--- config.mk ---
export PLATFORM = sky130hd
export DESIGN_NAME = data_io_ext
export DESIGN_NICKNAME = d
export VERILOG_FILES = /design/src/rtl/data_io_ext.sv
export SDC_FILE = /design/constraint.sdc
export NUM_CORES = 1
export LEC_CHECK = 0
export ABC_AREA = 1
export BUFFER_PORTS_ARGS = -buffer_cell sky130_fd_sc_hd__buf_2
export CAP_MARGIN = 20
export CORE_MARGIN = 8
export CORE_UTILIZATION = 32
export DETAILED_ROUTE_END_ITERATION = 10
export PLACE_DENSITY_LB_ADDON = 0.1
export SLEW_MARGIN = 15
export SYNTH_ARGS = -nofsm -noshare
export SYNTH_HDL_FRONTEND = slang
export SYNTH_SLANG_ARGS = --single-unit
--- constraint.sdc ---
create_clock -name clk -period 8.3 [get_ports clk]
set_clock_uncertainty 0.15 [all_clocks]
set_input_delay 1.66 -clock clk [delete_from_list [all_inputs] [get_ports clk]]
set_output_delay 1.66 -clock clk [all_outputs]
set_load 0.01 [all_outputs]
--- src/rtl/data_io_ext.sv ---
// data_io_ext: receives download data from the IO controller over a
// three-wire serial link and writes it to RAM through a small write FIFO.
//
// Ports:
//   clk, reset_n      system clock, asynchronous active-low reset
//   sck, ss, sdi      serial link (async to clk), ss high = deselected
//   downloading       transfer active or FIFO still draining
//   index             last menu index received
//   wr, addr, data    RAM write request, held until ack
//   ack               RAM accepts the current write
//   size              bytes received in the current/last transfer
//   overflow          sticky: a word was dropped on a full FIFO
module data_io_ext #(
    parameter int unsigned DW    = 16,
    parameter int unsigned AW    = 25,
    parameter int unsigned DEPTH = 8,
    parameter int unsigned BASE0 = 0,
    parameter int unsigned BASE1 = 'h380000,
    parameter int unsigned BASE2 = 'h3C0000,
    parameter int unsigned BASE3 = 0
) (
    input  logic          clk,
    input  logic          reset_n,
    input  logic          sck,
    input  logic          ss,
    input  logic          sdi,
    output logic          downloading,
    output logic [4:0]    index,
    output logic          wr,
    output logic [AW-1:0] addr,
    output logic [DW-1:0] data,
    input  logic          ack,
    output logic [AW-1:0] size,
    output logic          overflow
);

    localparam int unsigned PW       = (DEPTH > 1) ? $clog2(DEPTH) : 1;
    localparam logic [PW:0] FULL_CNT = (PW+1)'(DEPTH);
    localparam logic [7:0]  CMD_IDX  = 8'h55;
    localparam logic [7:0]  CMD_CTL  = 8'h53;
    localparam logic [7:0]  CMD_DAT  = 8'h54;

    // synchronisers; sck gets a third stage for rising-edge detection
    logic sck_meta_q, sck_sync_q, sck_prev_q;
    logic ss_meta_q, ss_sync_q;
    logic sdi_meta_q, sdi_sync_q;

    // serial receiver
    logic [2:0] bit_cnt_q, bit_cnt_d;
    logic [6:0] shreg_q, shreg_d;
    logic       cmd_valid_q, cmd_valid_d;
    logic [7:0] cmd_q, cmd_d;
    logic       bit_en, byte_done, cmd_stb, payload_stb;
    logic [7:0] rx_byte;

    // transfer control
    logic          idx_done_q, idx_done_d;
    logic [4:0]    index_q, index_d;
    logic          active_q, active_d;
    logic [AW-1:0] size_q, size_d;
    logic          ovf_q, ovf_d;
    logic [AW-1:0] wptr_q, wptr_d;
    logic [7:0]    hold_q, hold_d;
    logic          odd_q, odd_d;
    logic          dl_q, dl_d;
    logic [AW-1:0] base_addr;
    logic          push, push_ok, start;
    logic [DW-1:0] push_word;

    // FIFO
    logic [AW-1:0] mem_addr_q [DEPTH];
    logic [DW-1:0] mem_data_q [DEPTH];
    logic [PW-1:0] wr_idx_q, wr_idx_d, rd_idx_q, rd_idx_d;
    logic [PW:0]   count_q, count_d;
    logic          fifo_empty, fifo_full, pop;

    // RAM write port
    logic          wr_q, wr_d;
    logic [AW-1:0] addr_q, addr_d;
    logic [DW-1:0] data_q, data_d;

    always_ff @(posedge clk or negedge reset_n) begin
        if (!reset_n) begin
            sck_meta_q <= 1'b0;
            sck_sync_q <= 1'b0;
            sck_prev_q <= 1'b0;
            ss_meta_q  <= 1'b0;
            ss_sync_q  <= 1'b0;
            sdi_meta_q <= 1'b0;
            sdi_sync_q <= 1'b0;
        end else begin
            sck_meta_q <= sck;
            sck_sync_q <= sck_meta_q;
            sck_prev_q <= sck_sync_q;
            ss_meta_q  <= ss;
            ss_sync_q  <= ss_meta_q;
            sdi_meta_q <= sdi;
            sdi_sync_q <= sdi_meta_q;
        end
    end

    assign bit_en      = sck_sync_q & ~sck_prev_q & ~ss_sync_q;
    assign byte_done   = bit_en & (bit_cnt_q == 3'd7);
    assign rx_byte     = {shreg_q, sdi_sync_q};
    assign cmd_stb     = byte_done & ~cmd_valid_q;
    assign payload_stb = byte_done & cmd_valid_q;

    always_comb begin
        bit_cnt_d   = bit_cnt_q;
        shreg_d     = shreg_q;
        cmd_valid_d = cmd_valid_q;
        cmd_d       = cmd_q;
        if (ss_sync_q) begin
            // deselect discards any partial byte and rearms command capture
            bit_cnt_d   = '0;
            shreg_d     = '0;
            cmd_valid_d = 1'b0;
        end else if (bit_en) begin
            bit_cnt_d = bit_cnt_q + 3'd1;
            shreg_d   = {shreg_q[5:0], sdi_sync_q};
            if (cmd_stb) begin
                cmd_d       = rx_byte;
                cmd_valid_d = 1'b1;
            end
        end
    end

    always_comb begin
        case (index_q)
            5'd0:    base_addr = AW'(BASE0);
            5'd1:    base_addr = AW'(BASE1);
            5'd2:    base_addr = AW'(BASE2);
            5'd3:    base_addr = AW'(BASE3);
            default: base_addr = AW'(BASE0);
        endcase
    end

    assign fifo_empty = (count_q == '0);
    assign fifo_full  = (count_q == FULL_CNT);
    assign pop        = wr_q & ack;
    // a full FIFO still takes a push when the head leaves in the same cycle
    assign push_ok    = push & (~fifo_full | pop);

    always_comb begin
        idx_done_d = idx_done_q;
        index_d    = index_q;
        active_d   = active_q;
        size_d     = size_q;
        ovf_d      = ovf_q;
        wptr_d     = wptr_q;
        hold_d     = hold_q;
        odd_d      = odd_q;
        dl_d       = dl_q;
        push       = 1'b0;
        push_word  = '0;
        start      = 1'b0;

        if (cmd_stb) begin
            idx_done_d = 1'b0;
        end

        if (payload_stb) begin
            case (cmd_q)
                CMD_IDX: begin
                    if (!idx_done_q) begin
                        index_d    = rx_byte[4:0];
                        idx_done_d = 1'b1;
                    end
                end
                CMD_CTL: begin
                    if (rx_byte[0]) begin
                        start    = 1'b1;
                        wptr_d   = base_addr;
                        size_d   = '0;
                        ovf_d    = 1'b0;
                        active_d = 1'b1;
                        dl_d     = 1'b1;
                        odd_d    = 1'b0;
                    end else begin
                        if (active_q && (DW == 16) && odd_q) begin
                            push      = 1'b1;
                            push_word = DW'({hold_q, 8'h00});
                        end
                        active_d = 1'b0;
                        odd_d    = 1'b0;
                    end
                end
                CMD_DAT: begin
                    if (active_q) begin
                        size_d = size_q + AW'(1);
                        if (DW == 8) begin
                            push      = 1'b1;
                            push_word = DW'(rx_byte);
                        end else if (!odd_q) begin
                            hold_d = rx_byte;
                            odd_d  = 1'b1;
                        end else begin
                            push      = 1'b1;
                            push_word = DW'({hold_q, rx_byte});
                            odd_d     = 1'b0;
                        end
                    end
                end
                default: ;
            endcase
        end

        // the pointer advances even when the word is dropped
        if (push) begin
            wptr_d = wptr_q + AW'(1);
            if (!push_ok) begin
                ovf_d = 1'b1;
            end
        end

        if (!start && dl_q && !active_q && fifo_empty && !wr_q) begin
            dl_d = 1'b0;
        end
    end

    always_comb begin
        wr_idx_d = wr_idx_q;
        rd_idx_d = rd_idx_q;
        count_d  = count_q;
        if (push_ok) begin
            wr_idx_d = wr_idx_q + PW'(1);
        end
        if (pop) begin
            rd_idx_d = rd_idx_q + PW'(1);
        end
        case ({push_ok, pop})
            2'b10:   count_d = count_q + (PW+1)'(1);
            2'b01:   count_d = count_q - (PW+1)'(1);
            default: count_d = count_q;
        endcase
    end

    // head entry stays in the FIFO while it is presented on wr/addr/data
    always_comb begin
        wr_d   = wr_q;
        addr_d = addr_q;
        data_d = data_q;
        if (wr_q) begin
            if (ack) begin
                wr_d = 1'b0;
            end
        end else if (!fifo_empty) begin
            wr_d   = 1'b1;
            addr_d = mem_addr_q[rd_idx_q];
            data_d = mem_data_q[rd_idx_q];
        end
    end

    always_ff @(posedge clk) begin
        if (push_ok) begin
            mem_addr_q[wr_idx_q] <= wptr_q;
            mem_data_q[wr_idx_q] <= push_word;
        end
    end

    always_ff @(posedge clk or negedge reset_n) begin
        if (!reset_n) begin
            bit_cnt_q   <= '0;
            shreg_q     <= '0;
            cmd_valid_q <= 1'b0;
            cmd_q       <= '0;
            idx_done_q  <= 1'b0;
            index_q     <= '0;
            active_q    <= 1'b0;
            size_q      <= '0;
            ovf_q       <= 1'b0;
            wptr_q      <= '0;
            hold_q      <= '0;
            odd_q       <= 1'b0;
            dl_q        <= 1'b0;
            wr_idx_q    <= '0;
            rd_idx_q    <= '0;
            count_q     <= '0;
            wr_q        <= 1'b0;
            addr_q      <= '0;
            data_q      <= '0;
        end else begin
            bit_cnt_q   <= bit_cnt_d;
            shreg_q     <= shreg_d;
            cmd_valid_q <= cmd_valid_d;
            cmd_q       <= cmd_d;
            idx_done_q  <= idx_done_d;
            index_q     <= index_d;
            active_q    <= active_d;
            size_q      <= size_d;
            ovf_q       <= ovf_d;
            wptr_q      <= wptr_d;
            hold_q      <= hold_d;
            odd_q       <= odd_d;
            dl_q        <= dl_d;
            wr_idx_q    <= wr_idx_d;
            rd_idx_q    <= rd_idx_d;
            count_q     <= count_d;
            wr_q        <= wr_d;
            addr_q      <= addr_d;
            data_q      <= data_d;
        end
    end

    assign downloading = dl_q;
    assign index       = index_q;
    assign wr          = wr_q;
    assign addr        = addr_q;
    assign data        = data_q;
    assign size        = size_q;
    assign overflow    = ovf_q;

endmodule

==> results.py <==
metrics = {
    "run_status": {
        "status": "finished clean",
    },
    "yosys": {
        "synthXorXnorAreaFrac_pct": 1.16,
        "yosys.area_share.simple_pct": 13.7,
        "seq_area_frac_synth_pct": 69.0,
        "synth_ff_type": "edfxtp_1",
        "muxShareOfSynthArea_pct": 0,
        "syn_inst": 1708,
        "synth_area_sq_um": 19600,
        "syn_avg_cell_area_sq_um": 11.5,
        "synthesis.nets": 1721,
        "synth_async_sr_flop_share_pct": 30.8,
        "synth_top_family_by_area": "simple AND/OR/NAND/NOR gates",
        "synth_compound_area_share_pct": 12.1,
        "synth_edf_count": 328,
        "synthAdderAreaFrac_pct": 0.448,
        "synth-seq-cells": 474,
        "yosys_warnings": 0,
        "yosys.cell_types.count": 44,
    },
    "floorplanning": {
        "fp.dieW_um": 263,
        "rows": 90,
        "io_pins": 80,
        "die_area_sq_um": 69300,
        "coreArea_sq_um": 60400,
        "die_h_um": 263,
        "initial_utilization_pct": 32.4,
    },
    "worst_setup_path": {
        "cp-start-kind": "register",
        "cp_cell_sequence": "buf_4 -> buf_2",
        "critical_path.top_delay_family": "flip-flops",
        "crit_slowest_cell": "dfrtp_2",
        "crit_type": "register to primary output",
        "endpoint_kind": "primary output",
        "cp_slowest_stage_delay_ns": 0.70,
        "cp.arrival_ns": 1.92,
        "crit_required_ns": 6.49,
        "critPathBufInv": 2,
        "critPathMaxFanout": 25,
    },
    "global_routing": {
        "antenna_found_initial": 0,
        "grt_pass1_wl_um": 82200,
        "grt_max_degree": 102,
        "grt_pass1_vias": 13200,
        "track_usage_pct": 15.0,
        "grt_overflow": 0,
    },
    "routing": {
        "avgRoutedWirePerCell_um": 20.3,
        "vias": 13100,
        "drc": 0,
        "antenna_left": 0,
        "via_per_inst": 5.01,
        "dr.first_iter.drc_count": 853,
        "first_pass_iters": 5,
        "wl_um": 52900,
    },
    "power": {
        "leakagePower_uw": 0.00915,
        "powerDensity_nw_per_um2": 289,
        "power_uw": 6530,
        "irDropWorstVdd_mv": 0.145,
    },
    "sta": {
        "hold_viol": 0,
        "period_share_pct": 44.9,
        "tns_ns": 0,
        "fin_crit_ns": 3.73,
        "whs_ns": 0.195,
        "finalSetupViolations": 0,
        "slew_headroom_pct": 26.3,
        "rsz0062_at_grt": "false",
        "finalMaxSlewViolations": 0,
        "worst_pin_slew_ns": 1.11,
        "max_freq_ghz": 0.268,
    },
    "hold_path": {
        "min_path_type": "register to register",
    },
    "final_layout": {
        "fillCellCount": 5951,
        "final_nets": 1795,
        "diodes": 0,
        "final_layout_size_suffix_gt1_share_pct": 12.3,
        "area_growth_pct": 15.3,
        "finalInstanceArea_sq_um": 22500,
    },
    "cts": {
        "cts_tree": "yes",
        "numClockSinks": 474,
        "cts_resized": 0,
        "cts-htree-levels": 2,
        "post-cts-setup-buffers": 0,
        "cts_max_path_buffers": 3,
        "cts-hold-fix-buffers": 0,
        "cts_buffers": 53,
        "root_buffer": "clkbuf_16",
        "cts.clk_slew.worst_paths_ns": 0.06,
        "clkLatencyLatePin_ns": 0.60,
    },
    "placement": {
        "portBuffers": 79,
        "dp_hpwl_um": 30800,
        "gp_routability_congestion": 0.813,
        "placed_area_sq_um": 20800,
    },
    "run": {
        "maxCapViolations": 0,
    },
}
-- sequential cells by signal, indices dropped and copies added (netlist names), 3 cells and up --
name and cells:
mem_addr_q 200, hold_q 8, mem_data_q 128, bit_cnt_q 3, size 25, index 5
data 16, addr 25, count_q 4, shreg_q 7, wr_idx_q 3, wptr_q 25
rd_idx_q 3, cmd_q 8
-- per-layer routing --
layer	GRT usage, %	share of wire (%)	vias to the layer above
met3	2.13	3.5	78
li1	-	-	6272
met2	24.6	47	239
met4	4.13	2.0	0
met1	20.8	48	6475
met5	0	0	-
-- path summary, 6_finish.rpt --
path / from / to / slack [ns] / depth (start not counted)
min: sdi_meta_q$_DFF_PN0_ / sdi_sync_q$_DFF_PN0_ / 0.19 / 0
max: wr$_DFF_PN0_ / wr / 4.57 / 2
min reg2reg: sdi_meta_q$_DFF_PN0_ / sdi_sync_q$_DFF_PN0_ / 0.19 / 0
min in group asynchronous: reset_n / addr[2]$_DFFE_PN0P_ / 0.96 / 1
max in group asynchronous: reset_n / size[14]$_DFFE_PN0P_ / 5.50 / 2
max reg2reg: cmd_q[5]$_DFFE_PN0P_ / mem_addr_q[7][10]$_DFFE_PP_ / 5.06 / 10
-- stage by stage --
stage,util (%),instances,worst slack [ns]
detailed placement,34.5,2507,4.50
global route,37.4,2609,4.44
global placement,34.5,2507,4.55
finish,37.4,2609,4.57
floorplan,-,1708,2.65
CTS,37.3,2607,4.48
-- worst register-to-register path, delay by kind of cell, from the launching register on --
kind	cells	cell delay (ns)
flops	1	0.37
simple gates	8	1.61
buf+inv	2	0.72
-- cell usage in the layout, fill, tap and decap left out, types with 4 or more instances in the layout --
master,instances
o211ai_1,21
buf_2,78
inv_2,6
nand2_2,4
nor3_2,9
clkbuf_1,15
nor2_1,239
o21ai_0,255
nand3_1,70
xor2_1,21
dfrtp_1,142
nor3_1,24
inv_1,76
o21ai_1,15
nand4_1,15
nor3b_1,8
bufinv_16,4
o221ai_1,62
clkbuf_8,6
edfxtp_1,328
nand2_1,239
clkinv_2,12
xnor2_1,5
ha_1,7
a21oi_1,8
buf_4,24
clkbuf_16,53
o22ai_1,32
clkinv_1,9
-- where the power goes --
part           leakage (uW)  switching [uW]  internal (uW)
logic               0.00255            1050            475
registers           0.00575            86.5           2620
clock network      0.000845             940           1360
-- cells by family after synthesis --
family,after synthesis
DFF,474
AOI/OAI and AO/OA,403
buffers and inverters,172
xor gates and xnor gates,26
and+or+nand+nor,626
adders and majority gates,7
-- cells in the mapped netlist, drive strengths merged, types with 5 or more instances --
cell,n,share of area (%)
nand2,246,4.9
nor3,33,0.87
xnor2,5,0.22
nor2,244,4.9
o21ai,271,7.0
o22ai,32,1.0
nor3b,8,0.31
xor2,21,0.94
nand4,15,0.48
a21oi,10,0.29
dfrtp,146,19
o221ai,62,2.8
clkbuf,72,1.4
inv,85,1.6
o211ai,21,0.81
ha,7,0.45
buf,14,0.47
edfxtp,328,50
nand3,74,2.1
-- area by class of cell --
type                    count  area, sq um  area share, %
flip-flops and latches    474        13500           59.9
multi-input cells        1062         5420           24.0
clock buffers              74         1470           6.50
well taps                 782          978           4.34
repair buffers            105          597           2.65
inverters                  86          328           1.45
clock inverters            26          250           1.11
Note: power is estimated with default switching activity, not from simulation.
